### src/rtl/vsi_resp_tx.sv
// vsi_resp_tx: response-frame transmitter for the VSI serial link.
// Sends marker, flag, length hi/lo, payload bytes read from the payload RAM,
// and a CRC-16/CCITT trailer as 11-bit async frames
// (start 0, 8 data bits LSB first, odd parity, stop 1, optional idle gap bits).
// Payload bytes are prefetched one byte ahead so frames stay back-to-back on the bit grid.

module vsi_resp_tx #(
    parameter int CLK_PER_BIT = 12,
    parameter int GAP_BITS    = 0,
    parameter int MAX_LEN     = 2032,
    parameter int AW          = 11
) (
    input  logic          bb_clk_in,
    input  logic          rst_h,
    input  logic          start,
    input  logic [7:0]    marker_in,
    input  logic [7:0]    flag_in,
    input  logic [15:0]   len_in,
    output logic          pl_rd_req,
    output logic [AW-1:0] pl_rd_addr,
    input  logic [7:0]    pl_rd_data,
    output logic          DATA,
    output logic          busy,
    output logic          byte_done,
    output logic          done,
    output logic          len_err
);

    // Bit-period counter, gap counter and byte index widths.
    // The byte index must hold MAX_LEN + 5; 12 bits cover the 2032-byte maximum.
    localparam int CW = (CLK_PER_BIT > 1) ? $clog2(CLK_PER_BIT) : 1;
    localparam int GW = (GAP_BITS > 1) ? $clog2(GAP_BITS) : 1;
    localparam int KW = 12;

    localparam logic [CW-1:0] CNT_LAST  = CW'(CLK_PER_BIT - 1);
    localparam logic [CW-1:0] CNT_PRE   = CW'(CLK_PER_BIT - 2);
    localparam logic [GW-1:0] GAP_LAST  = GW'((GAP_BITS > 0) ? (GAP_BITS - 1) : 0);
    localparam logic [15:0]   MAX_LEN_W = 16'(MAX_LEN);

    typedef enum logic [2:0] {
        ST_IDLE   = 3'd0,
        ST_START  = 3'd1,
        ST_BITS   = 3'd2,
        ST_PARITY = 3'd3,
        ST_STOP   = 3'd4,
        ST_GAP    = 3'd5,
        ST_DONE   = 3'd6
    } state_t;

    // Odd parity: the parity bit makes the total count of ones odd.
    function automatic logic odd_parity(input logic [7:0] data);
        odd_parity = ~^data;
    endfunction

    // One byte of CRC-16/CCITT (poly 0x1021, MSB first, no reflection).
    function automatic logic [15:0] crc16_upd(input logic [15:0] crc, input logic [7:0] data);
        logic [15:0] c;
        c = crc ^ {data, 8'h00};
        for (int i = 0; i < 8; i++) begin
            if (c[15]) begin
                c = {c[14:0], 1'b0} ^ 16'h1021;
            end else begin
                c = {c[14:0], 1'b0};
            end
        end
        crc16_upd = c;
    endfunction

    state_t          state_r;
    logic [CW-1:0]   clk_cnt_r;
    logic [2:0]      bit_idx_r;
    logic [GW-1:0]   gap_cnt_r;
    logic [KW-1:0]   byte_idx_r;
    logic [7:0]      shreg_r;
    logic            par_r;
    logic [7:0]      marker_r;
    logic [7:0]      flag_r;
    logic [15:0]     len_r;
    logic [7:0]      next_byte_r;
    logic            rd_lat_r;
    logic [15:0]     crc_r;

    logic [KW-1:0]   len_k_s;
    logic [KW-1:0]   next_k_s;
    logic [KW-1:0]   pf_addr_s;
    logic            tick_s;
    logic            pre_tick_s;
    logic            last_k_s;
    logic            final_period_s;
    logic            crc_en_s;
    logic            pf_s;
    logic [7:0]      next_byte_s;

    assign len_k_s = len_r[KW-1:0];

    // Bit-grid timing and packet-position decodes.
    always_comb begin
        next_k_s  = byte_idx_r + 12'd1;
        pf_addr_s = next_k_s - 12'd3;
        tick_s    = (clk_cnt_r == CNT_LAST);
        pre_tick_s = (clk_cnt_r == CNT_PRE);
        last_k_s  = (byte_idx_r == (len_k_s + 12'd5));
        crc_en_s  = (byte_idx_r <= (len_k_s + 12'd3));
        // Byte k+1 is payload when 4 <= k+1 <= 3+len, i.e. 3 <= k+1-1... expressed on k+1 here
        if ((next_k_s >= 12'd3) && (next_k_s <= (len_k_s + 12'd2))) begin
            pf_s = 1'b1;
        end else begin
            pf_s = 1'b0;
        end
        if ((state_r == ST_STOP) && (GAP_BITS == 0)) begin
            final_period_s = 1'b1;
        end else if ((state_r == ST_GAP) && (gap_cnt_r == GAP_LAST)) begin
            final_period_s = 1'b1;
        end else begin
            final_period_s = 1'b0;
        end
    end

    // Source of the byte that follows the current one in the packet.
    always_comb begin
        next_byte_s = crc_r[7:0];
        if (next_k_s < 12'd4) begin
            case (next_k_s[1:0])
                2'd0:    next_byte_s = marker_r;
                2'd1:    next_byte_s = flag_r;
                2'd2:    next_byte_s = len_r[15:8];
                default: next_byte_s = len_r[7:0];
            endcase
        end else if (next_k_s <= (len_k_s + 12'd3)) begin
            next_byte_s = next_byte_r;
        end else if (next_k_s == (len_k_s + 12'd4)) begin
            next_byte_s = crc_r[15:8];
        end else begin
            next_byte_s = crc_r[7:0];
        end
    end

    // Transmit FSM with registered line, status pulses and RAM read strobe.
    always_ff @(posedge bb_clk_in or posedge rst_h) begin
        if (rst_h) begin
            state_r     <= ST_IDLE;
            clk_cnt_r   <= {CW{1'b0}};
            bit_idx_r   <= 3'd0;
            gap_cnt_r   <= {GW{1'b0}};
            byte_idx_r  <= {KW{1'b0}};
            shreg_r     <= 8'h00;
            par_r       <= 1'b0;
            marker_r    <= 8'h00;
            flag_r      <= 8'h00;
            len_r       <= 16'h0000;
            next_byte_r <= 8'h00;
            rd_lat_r    <= 1'b0;
            crc_r       <= 16'hFFFF;
            pl_rd_req   <= 1'b0;
            pl_rd_addr  <= {AW{1'b0}};
            DATA        <= 1'b1;
            busy        <= 1'b0;
            byte_done   <= 1'b0;
            done        <= 1'b0;
            len_err     <= 1'b0;
        end else begin
            pl_rd_req <= 1'b0;
            byte_done <= 1'b0;
            done      <= 1'b0;
            len_err   <= 1'b0;

            // RAM data is valid the cycle after the strobe
            rd_lat_r <= pl_rd_req;
            if (rd_lat_r) begin
                next_byte_r <= pl_rd_data;
            end

            if ((state_r == ST_IDLE) || (state_r == ST_DONE) || tick_s) begin
                clk_cnt_r <= {CW{1'b0}};
            end else begin
                clk_cnt_r <= clk_cnt_r + CW'(1);
            end

            case (state_r)
                ST_IDLE: begin
                    busy <= 1'b0;
                    DATA <= 1'b1;
                    if (start) begin
                        if (len_in > MAX_LEN_W) begin
                            len_err <= 1'b1;
                        end else begin
                            marker_r   <= marker_in;
                            flag_r     <= flag_in;
                            len_r      <= len_in;
                            crc_r      <= 16'hFFFF;
                            byte_idx_r <= {KW{1'b0}};
                            shreg_r    <= marker_in;
                            par_r      <= odd_parity(marker_in);
                            DATA       <= 1'b0;
                            busy       <= 1'b1;
                            state_r    <= ST_START;
                        end
                    end
                end

                ST_START: begin
                    // CRC covers header and payload, updated once per byte on its first start-bit cycle
                    if ((clk_cnt_r == {CW{1'b0}}) && crc_en_s) begin
                        crc_r <= crc16_upd(crc_r, shreg_r);
                    end
                    if (tick_s) begin
                        DATA      <= shreg_r[0];
                        bit_idx_r <= 3'd0;
                        state_r   <= ST_BITS;
                    end
                end

                ST_BITS: begin
                    if (tick_s) begin
                        if (bit_idx_r == 3'd7) begin
                            DATA    <= par_r;
                            state_r <= ST_PARITY;
                        end else begin
                            bit_idx_r <= bit_idx_r + 3'd1;
                            shreg_r   <= {1'b0, shreg_r[7:1]};
                            DATA      <= shreg_r[1];
                        end
                    end
                end

                ST_PARITY: begin
                    if (tick_s) begin
                        DATA    <= 1'b1;
                        state_r <= ST_STOP;
                    end
                end

                ST_STOP, ST_GAP: begin
                    if (pre_tick_s && final_period_s) begin
                        byte_done <= 1'b1;
                    end
                    if (tick_s) begin
                        if (final_period_s) begin
                            if (last_k_s) begin
                                done    <= 1'b1;
                                state_r <= ST_DONE;
                            end else begin
                                byte_idx_r <= next_k_s;
                                shreg_r    <= next_byte_s;
                                par_r      <= odd_parity(next_byte_s);
                                DATA       <= 1'b0;
                                state_r    <= ST_START;
                                if (pf_s) begin
                                    pl_rd_req  <= 1'b1;
                                    pl_rd_addr <= AW'(pf_addr_s);
                                end
                            end
                        end else if (state_r == ST_STOP) begin
                            gap_cnt_r <= {GW{1'b0}};
                            state_r   <= ST_GAP;
                        end else begin
                            gap_cnt_r <= gap_cnt_r + GW'(1);
                        end
                    end
                end

                ST_DONE: begin
                    busy    <= 1'b0;
                    state_r <= ST_IDLE;
                end

                default: begin
                    DATA    <= 1'b1;
                    busy    <= 1'b0;
                    state_r <= ST_IDLE;
                end
            endcase
        end
    end

endmodule

### config.mk
export PLATFORM = sky130hd
export DESIGN_NAME = vsi_resp_tx
export DESIGN_NICKNAME = d
export VERILOG_FILES = /design/src/rtl/vsi_resp_tx.sv
export SDC_FILE = /design/constraint.sdc
export NUM_CORES = 1
export LEC_CHECK = 0
export BUFFER_PORTS_ARGS = -buffer_cell sky130_fd_sc_hd__buf_2
export CORE_ASPECT_RATIO = 1.5
export CORE_MARGIN = 5
export CORE_UTILIZATION = 40
export CTS_CLUSTER_SIZE = 16
export DETAILED_ROUTE_END_ITERATION = 10
export GPL_TIMING_DRIVEN = 0
export HOLD_SLACK_MARGIN = 0.15
export SLEW_MARGIN = 10
export SYNTH_ARGS = -nofsm -noshare
export SYNTH_HDL_FRONTEND = slang
export SYNTH_SLANG_ARGS = --single-unit
### constraint.sdc
create_clock -name bb_clk_in -period 5.2 [get_ports bb_clk_in]
set_clock_uncertainty 0.2 [all_clocks]
set_input_delay 1.56 -clock bb_clk_in [delete_from_list [all_inputs] [get_ports bb_clk_in]]
set_output_delay 1.56 -clock bb_clk_in [all_outputs]
set_load 0.02 [all_outputs]
==> out/summary.txt, run 1 <==
outcome - completed
die extent in x - 123.1 um
starting DRC count in detailed routing - 328
crit path DAT - 5.03 ns
Tmin final - 4.950 ns
Vias/cell - 5.573
syn_area_per_cell - 8.610 sq um
power consumption - 1654 uW
Worst-path clk slew - 0.07 ns
post-synthesis sequential element count - 106
critical path capture point type - flip-flop
Crit Path Class - reg2reg
die area - 0.02210 sq mm
Synth top cells by count - nand2_1, dfrtp_1, nor2_1
filler instances - 1900
Worst Hold Path Cells - 0
final hold slack - 0.1809 ns
post-route ant nets - 0
WL/cell - 19.59 um
pre-CTS WS - -0.005175 ns
GRT Overall Usage - 22.22%
worst rel slew slack - 31.51%
largest net degree at the start of global routing - 73
Final Max Slew Viols - 0
CTS Buf Count - 9
worst skew pair latency - 0.36 ns
Final Util - 45.68%
CP required - 5.28 ns
Std-Cell Rows - 62
Root Buffer - clkbuf_16
IO Port Bufs - 59
post-DP HPWL - 18970 um
r2r worst-path depth - 16
Ant. Diodes - 0
sequential fraction of the synthesis area - 34.86%
async set-reset flop share out of synthesis - 100.0%
Worst-Margin Slew - 1.019 ns
TritonRoute pass-1 iters - 5
HP Class - reg2reg
cell taking the most area after synthesis - dfrtp_1
first-pass GRT wire length - 37650 um
startpoint types - flip-flop
number of synthesized flops with an enable pin - 0
final setup fails - 0
TritonCTS clock tree - done
top-count cell post-synth - nand2_1
core area - 0.01901 sq mm
# IOs - 60
Post-CTS Setup Repair Bufs - 0
CP Max Fanout - 10
VDD IR max - 128.2 uV
Setup WS post-layout - 0.2498 ns
syn nets - 986
area grow syn2layout - 13.18%
Post-synth top flop - dfrtp_1
# DRC - 0
grt ovf - 0
Syn Inst Count - 891
die height - 179.6 um
Yosys cell types - 67
top post-synthesis cells by area - dfrtp_1, ha_1, xnor2_1, nand2_1, dfstp_2
gpl congestion - 0.9445
Sinks on Clock Net - 106
via count - 6816
Syn. warnings - 0
RSZ-0062 raised after global routing - no
total wire length - 23960 um
Final nets - 1057
Initial Util - 40.36%
initial antenna violation count - 0
H-tree Lvls - 3
FMAX - 202.0 MHz
clk buf depth - 2
vias in the first global route - 6918
Pwr Density - 190.5 mW/mm^2
Max-Cap Viols - 0
fin crit share - 95.20%
Synth Cell Area - 0.007671 sq mm
final hold viol count - 0
fraction of layout cells with a size suffix above 1 - 14.89%
leakage - 0.003997 uW
post-synth top area share - 29.03%
[layout by cell type, fill, tap and decap left out, types with 32 or more instances in the layout]
cell and n:
dfrtp_1 89, o21ai_0 51, nand2_1 137, xnor2_1 65, nor2_1 67, a21oi_1 40, clkbuf_1 32, buf_2 67
xor2_1 32, ha_1 52
[state kept, by name, summed over array words and instances, names as in the netlist, 3 cells and up]
register     flops
bit_idx_r        3
len_r           16
marker_r         8
next_byte_r      8
state_r          3
shreg_r          8
flag_r           8
byte_idx_r      12
pl_rd_addr      11
crc_r           16
clk_cnt_r        4
[critical path, stage by stage, from the launching register on]
cell       delay (ns)
dfrtp_1          0.55
inv_1            0.21
ha_1             0.26
a21oi_2          0.34
nor2_1           0.09
xnor2_1          0.23
ha_1             0.29
a21o_1           0.18
a21o_1           0.18
a21oi_1          0.24
nor2_1           0.08
a2111oi_1        0.60
o2111a_1         0.55
nand2b_1         0.28
clkbuf_1         0.36
nor2_1           0.07
a31oi_1          0.17
[routing by layer]
metal  global-route usage, %  routed length, um  share of wire (%)
met4                   14.86               1725                7.2
met1                   23.92               8848                 37
met5                       0                  0                  0
met3                   3.774                967                4.0
met2                   38.95              12420                 52
[logic make-up (layout without fill, tap and decap cells)]
family / count (synthesis) / in the layout / synth area share, %
XOR/XNOR: 100 / 100 / 11.79
AO/OA/AOI/OAI: 186 / 186 / 16.21
AND/OR/NAND/NOR: 346 / 346 / 21.12
buffers and inverters: 78 / 154 / 4.257
multiplexers: 23 / 23 / 3.278
adder cells (fa/ha/maj): 52 / 52 / 8.481
flip-flops: 106 / 106 / 34.86
[power breakdown]
group / leakage (uW) / switching (uW) / internal [uW]
logic: 0.00252 / 32.2 / 20.1
registers: 0.00132 / 0 / 824
clock network: 0.000166 / 336 / 442
total: 0.00400 / 368 / 1290
[final timing paths]
path                                      startpoint                    end  slack [ns]
min in group asynchronous                      rst_h    byte_done$_DFF_PP0_        0.99
worst min-delay path             pl_rd_req$_DFF_PP0_     rd_lat_r$_DFF_PP0_        0.18
worst max register to register  len_r[1]$_DFFE_PP0P_  crc_r[13]$_DFFE_PP1P_        0.25
worst min register to register   pl_rd_req$_DFF_PP0_     rd_lat_r$_DFF_PP0_        0.18
worst max-delay path            len_r[1]$_DFFE_PP0P_  crc_r[13]$_DFFE_PP1P_        0.25
max in group asynchronous                      rst_h  crc_r[15]$_DFFE_PP1P_        3.11
[metrics by stage]
stage	TNS, ns	area [sq um]	std cells
6_report	0	8682	1223
5_1_grt	0	8682	1223
4_1_cts	0	8672	1224
3_5_place_dp	-0.005175	8333	1208
3_3_place_gp	-69.59	8287	1206
2_1_floorplan	0	7671	891
[what timing repair did]
item,in CTS,in global routing
endpoints found under the setup margin,7,8
hold buffers,0,0
hold endpoints to repair,0,0
gates resized for setup,1,2
[final cells by class]
cell class / count / area, sq um / area share, %
Tap cell: 256 / 320.3 / 3.689
Timing Repair Buffer: 61 / 330.3 / 3.805
Multi-Input combinational cell: 707 / 4692 / 54.04
Clock inverter: 6 / 98.84 / 1.138
Sequential cell: 106 / 2674 / 30.80
Clock buffer: 10 / 239.0 / 2.753
Buffer: 49 / 217.7 / 2.508
Inverter: 28 / 110.1 / 1.268
(Power assumes the default switching activity.)
==> run 2, diff against run 1 <==
--- a/config.mk
+++ b/config.mk
@@ -5,7 +5,7 @@
 export SDC_FILE = /design/constraint.sdc
 export NUM_CORES = 1
 export LEC_CHECK = 0
-export BUFFER_PORTS_ARGS = -buffer_cell sky130_fd_sc_hd__buf_2
+export BUFFER_PORTS_ARGS = -buffer_cell sky130_fd_sc_hd__clkbuf_2
 export CORE_ASPECT_RATIO = 1.5
 export CORE_MARGIN = 5
 export CORE_UTILIZATION = 40
@@ -17,3 +17,4 @@
 export SYNTH_ARGS = -nofsm -noshare
 export SYNTH_HDL_FRONTEND = slang
 export SYNTH_SLANG_ARGS = --single-unit
+export TNS_END_PERCENT = 1
==> out/summary.txt, run 2 (synthesis gave the netlist of run 1 again) <==
cts hold-fix bufs - 0
gpl congestion - 0.9384
Crit Path Class - reg2reg
worst skew pair latency - 0.37 ns
core area - 0.01901 sq mm
HP Class - reg2reg
startpoint types - flip-flop
first-pass GRT wire length - 37620 um
Sinks on Clock Net - 106
TritonCTS clock tree - done
largest net degree at the start of global routing - 75
Fin Setup TNS - 0 ns
final setup fails - 0
fin crit share - 93.92%
final hold viol count - 0
# IOs - 60
Pwr Density - 191.1 mW/mm^2
# DRC - 0
total wire length - 24060 um
Root Buffer - clkbuf_16
die height - 179.6 um
post-route ant nets - 0
Final Max Slew Viols - 0
commonest non-fill, non-tap cell in the layout - nand2_1
CP Max Fanout - 10
CTS Buf Count - 9
critical path capture point type - flip-flop
die area - 0.02210 sq mm
area grow syn2layout - 13.18%
clk buf depth - 2
Final nets - 1057
vias in the first global route - 6929
starting DRC count in detailed routing - 290
CP required - 5.22 ns
Std-Cell Rows - 62
largest registers - crc_r (16), len_r (16), byte_idx_r (12)
via count - 6890
post-DP HPWL - 18820 um
die extent in x - 123.1 um
GRT Overall Usage - 22.04%
Post-CTS Setup Repair Bufs - 0
TritonRoute pass-1 iters - 5
RSZ-0062 raised after global routing - no
commonest non-fill, non-tap cells in the layout - nand2_1, dfrtp_1, nor2_1, xnor2_1, clkbuf_2
fraction of layout cells with a size suffix above 1 - 14.99%
r2r setup slk - 0.32 ns
worst rel slew slack - 30.61%
grt ovf - 0
Worst-Margin Slew - 1.033 ns
VDD IR max - 147.5 uV
Initial Util - 40.36%
H-tree Lvls - 3
Max-Cap Viols - 0
Worst-path clk slew - 0.08 ns
leakage - 0.003982 uW
Vias/cell - 5.634
initial antenna violation count - 0
Final Util - 45.68%
IO Port Bufs - 59
crit path DAT - 4.91 ns
outcome - completed
Tmin final - 4.884 ns
WL/cell - 19.68 um
FMAX - 204.7 MHz
Ant. Diodes - 0
[run 2: changes by cell type in the layout (fill, tap and decap cells not counted)]
cell       delta
o2111a_1      -1
o2111a_2      +1
bufinv_16     -1
inv_8         +2
clkbuf_8      -1
clkbuf_16     +1
buf_2        -59
clkinv_2      -1
clkbuf_2     +59
[run 2: final timing paths]
path                       depth (start not counted)                   end                       from
min in group asynchronous                          2   byte_done$_DFF_PP0_                      rst_h
max in group asynchronous                          3  len_r[1]$_DFFE_PP0P_                      rst_h
max reg2reg                                       16     par_r$_DFFE_PP0P_  byte_idx_r[0]$_DFFE_PP0P_
min                                                0    rd_lat_r$_DFF_PP0_        pl_rd_req$_DFF_PP0_
min reg2reg                                        0    rd_lat_r$_DFF_PP0_        pl_rd_req$_DFF_PP0_
max                                               16     par_r$_DFFE_PP0P_  byte_idx_r[0]$_DFFE_PP0P_
[run 2: routing by layer]
layer | wire (um) | global-route usage (%)
met3 | 988 | 2.893
met1 | 9057 | 24.43
met2 | 12480 | 39.26
met4 | 1538 | 13.08
met5 | 0 | 0
[run 2: worst max-delay path, cell delays in order (launching register included)]
cell,delay [ns]
dfrtp_1,0.61
ha_1,0.32
nand3_2,0.25
xnor2_1,0.53
inv_1,0.28
ha_1,0.27
a21o_1,0.17
a21o_1,0.17
a21oi_1,0.25
o211ai_1,0.16
a2bb2oi_2,0.39
a32o_1,0.29
a311oi_1,0.07
a211oi_1,0.25
xor2_1,0.12
xnor2_1,0.27
a31oi_1,0.13
[run 2: what timing repair did]
item,CTS,global route
gates resized for setup,1,3
hold endpoints to repair,0,0
cloned,0,0
endpoints found under the setup margin,1,11
[run 2: power by group]
part | switching (uW) | internal, uW
clock | 365 | 417
sequential | 0 | 824
combinational | 31.9 | 20.1
total | 397 | 1260
[run 2: final cells by class]
class	count	area [sq um]
clock buffers	10	250.2
multi-input cells	707	4693
fillers	1897	10320
flip-flops and latches	106	2674
inverters	28	110.1
well taps	256	320.3
clock inverters	6	86.33
repair buffers	61	330.3
plain buffers	49	217.7
[run 2: metrics by stage]
step | hold WS, ns | instances | cell area (sq um) | worst slack, ns | power [uW]
2_1_floorplan | 0.2453 | 891 | 7671 | 0.6792 | 862.0
3_3_place_gp | 0.1726 | 1206 | 8287 | -0.7577 | 890.3
3_5_place_dp | 0.1776 | 1208 | 8333 | 0.02782 | 893.6
4_1_cts | 0.2056 | 1224 | 8671 | 0.09955 | 1671
5_1_grt | 0.2091 | 1223 | 8682 | 0.03176 | 1704
6_report | 0.1987 | 1223 | 8682 | 0.3159 | 1659
==> run 3, diff against run 2 <==
==> constraint.sdc (replaced) <==
create_clock -name bb_clk_in -period 5.7 [get_ports bb_clk_in]
set_clock_uncertainty 0.2 [all_clocks]
set_input_delay 1.14 -clock bb_clk_in [delete_from_list [all_inputs] [get_ports bb_clk_in]]
set_output_delay 1.14 -clock bb_clk_in [all_outputs]
set_load 0.02 [all_outputs]
==> out/summary.txt, run 3 (synthesis gave the netlist of run 1 again) <==
GRT met2 Usage - 39.26%
first-pass GRT wire length - 37620 um
post-route ant nets - 0
Root Buffer - clkbuf_16
CP Max Fanout - 10
die height - 179.6 um
outcome - completed
Fin Setup TNS - 0 ns
CP most frequent cell - nor2_1
final setup fails - 0
worst rel slew slack - 33.50%
VDD IR max - 134.0 uV
Initial Util - 40.36%
Tmin final - 5.169 ns
commonest non-fill, non-tap cell in the layout - nand2_1
grt ovf - 0
HP Class - reg2reg
H-tree Lvls - 3
Max stage delay on crit path - 0.56 ns
Final nets - 1058
die extent in x - 123.1 um
TritonCTS clock tree - done
fin crit share - 90.68%
startpoint types - flip-flop
Final Max Slew Viols - 0
Max-Cap Viols - 0
via count - 6893
Vias/cell - 5.627
clk buf depth - 2
Sinks on Clock Net - 106
routing usage on met3 - 2.893%
Worst-Margin Slew - 0.9898 ns
vias in the first global route - 6929
Std-Cell Rows - 62
area grow syn2layout - 13.13%
critical path capture point type - flip-flop
DP Area - 0.008333 sq mm
# DRC - 0
gpl congestion - 0.9384
met1 GRT Util - 24.43%
largest registers - crc_r (16), len_r (16), byte_idx_r (12)
critical path's top delay family - compound AO/OA/AOI/OAI gates
FMAX - 193.5 MHz
RSZ-0062 raised after global routing - no
core area - 0.01901 sq mm
GRT Overall Usage - 22.04%
largest net degree at the start of global routing - 75
TritonRoute pass-1 iters - 6
leakage - 0.003992 uW
IO Port Bufs - 59
slowest cell on the critical path - dfrtp_1
Final Cell Area - 0.008678 sq mm
crit path DAT - 5.26 ns
layer with the highest usage - met2
post-DP HPWL - 18820 um
power consumption - 1512 uW
Pwr Density - 174.2 mW/mm^2
worst skew pair latency - 0.36 ns
Worst Path Buf+Inv - 3
total wire length - 23960 um
Final Util - 45.66%
initial antenna violation count - 0
final hold viol count - 0
# IOs - 60
die area - 0.02210 sq mm
starting DRC count in detailed routing - 342
commonest non-fill, non-tap cells in the layout - nand2_1, dfrtp_1, nor2_1, xnor2_1, clkbuf_2
CTS Buf Count - 9
fraction of layout cells with a size suffix above 1 - 14.67%
Worst-path clk slew - 0.08 ns
WL/cell - 19.56 um
Crit Path Class - reg2reg
critical path cell sequence - inv_1 > ha_1 > a21oi_1 > nor2_1 > xnor2_1 > ha_1 > a21o_1 > a21o_1 > a21oi_1 > nor2_1 > a2111oi_1 > o2111a_1 > clkbuf_1 > nand2b_1 > clkbuf_1 > nor2_1 > a31oi_1
CP required - 5.79 ns
-- run 3: cell count changes in the layout (fill, tap and decap cells not counted), sizes merged --
cell | before | now
diode | 0 | 1
clkbuf | 102 | 103
-- run 3: area by class of cell --
type	instances	area (sq um)
antenna	1	2.502
fill	1895	10330
inverter	28	110.1
clock inverter	6	86.33
multi-input combinational	707	4683
buffer	50	221.5
clock buffer	10	250.2
sequential	106	2674
tap	256	320.3
timing repair buffer	61	330.3
-- run 3: through the flow --
stage                     hold WS, ns  setup slack [ns]  cells
after floorplan                0.2453             1.599    891
after CTS                      0.2056            0.4965   1224
final                          0.2000            0.5313   1225
after global routing           0.2091            0.1182   1224
after global placement         0.1726            0.1623   1206
after detailed placement       0.1776            0.5278   1208
-- run 3: report_power, final --
group,switching (uW),internal [uW]
Sequential,0,752
Clock,332,381
Combinational,28.8,18.3
-- run 3: worst paths after layout --
kind | start | slack, ns | depth (start not counted) | endpoint
worst max register to register | len_r[1]$_DFFE_PP0P_ | 0.53 | 17 | crc_r[13]$_DFFE_PP1P_
worst min register to register | pl_rd_req$_DFF_PP0_ | 0.20 | 0 | rd_lat_r$_DFF_PP0_
max in group asynchronous | rst_h | 4.09 | 3 | len_r[1]$_DFFE_PP0P_
worst max-delay path | len_r[1]$_DFFE_PP0P_ | 0.53 | 17 | crc_r[13]$_DFFE_PP1P_
min in group asynchronous | rst_h | 0.53 | 2 | byte_done$_DFF_PP0_
worst min-delay path | pl_rd_req$_DFF_PP0_ | 0.20 | 0 | rd_lat_r$_DFF_PP0_
-- run 3: routing by layer --
layer	up-vias	routed length, um
met5	-	0
met4	0	1481
met3	73	996
met2	192	12540
met1	3329	8944
li1	3299	-
-- run 3: timing repair --
action	CTS	global route
hold buffers	0	0
setup buffers	0	0
endpoints found under the setup margin	0	1
gates resized for setup	0	1
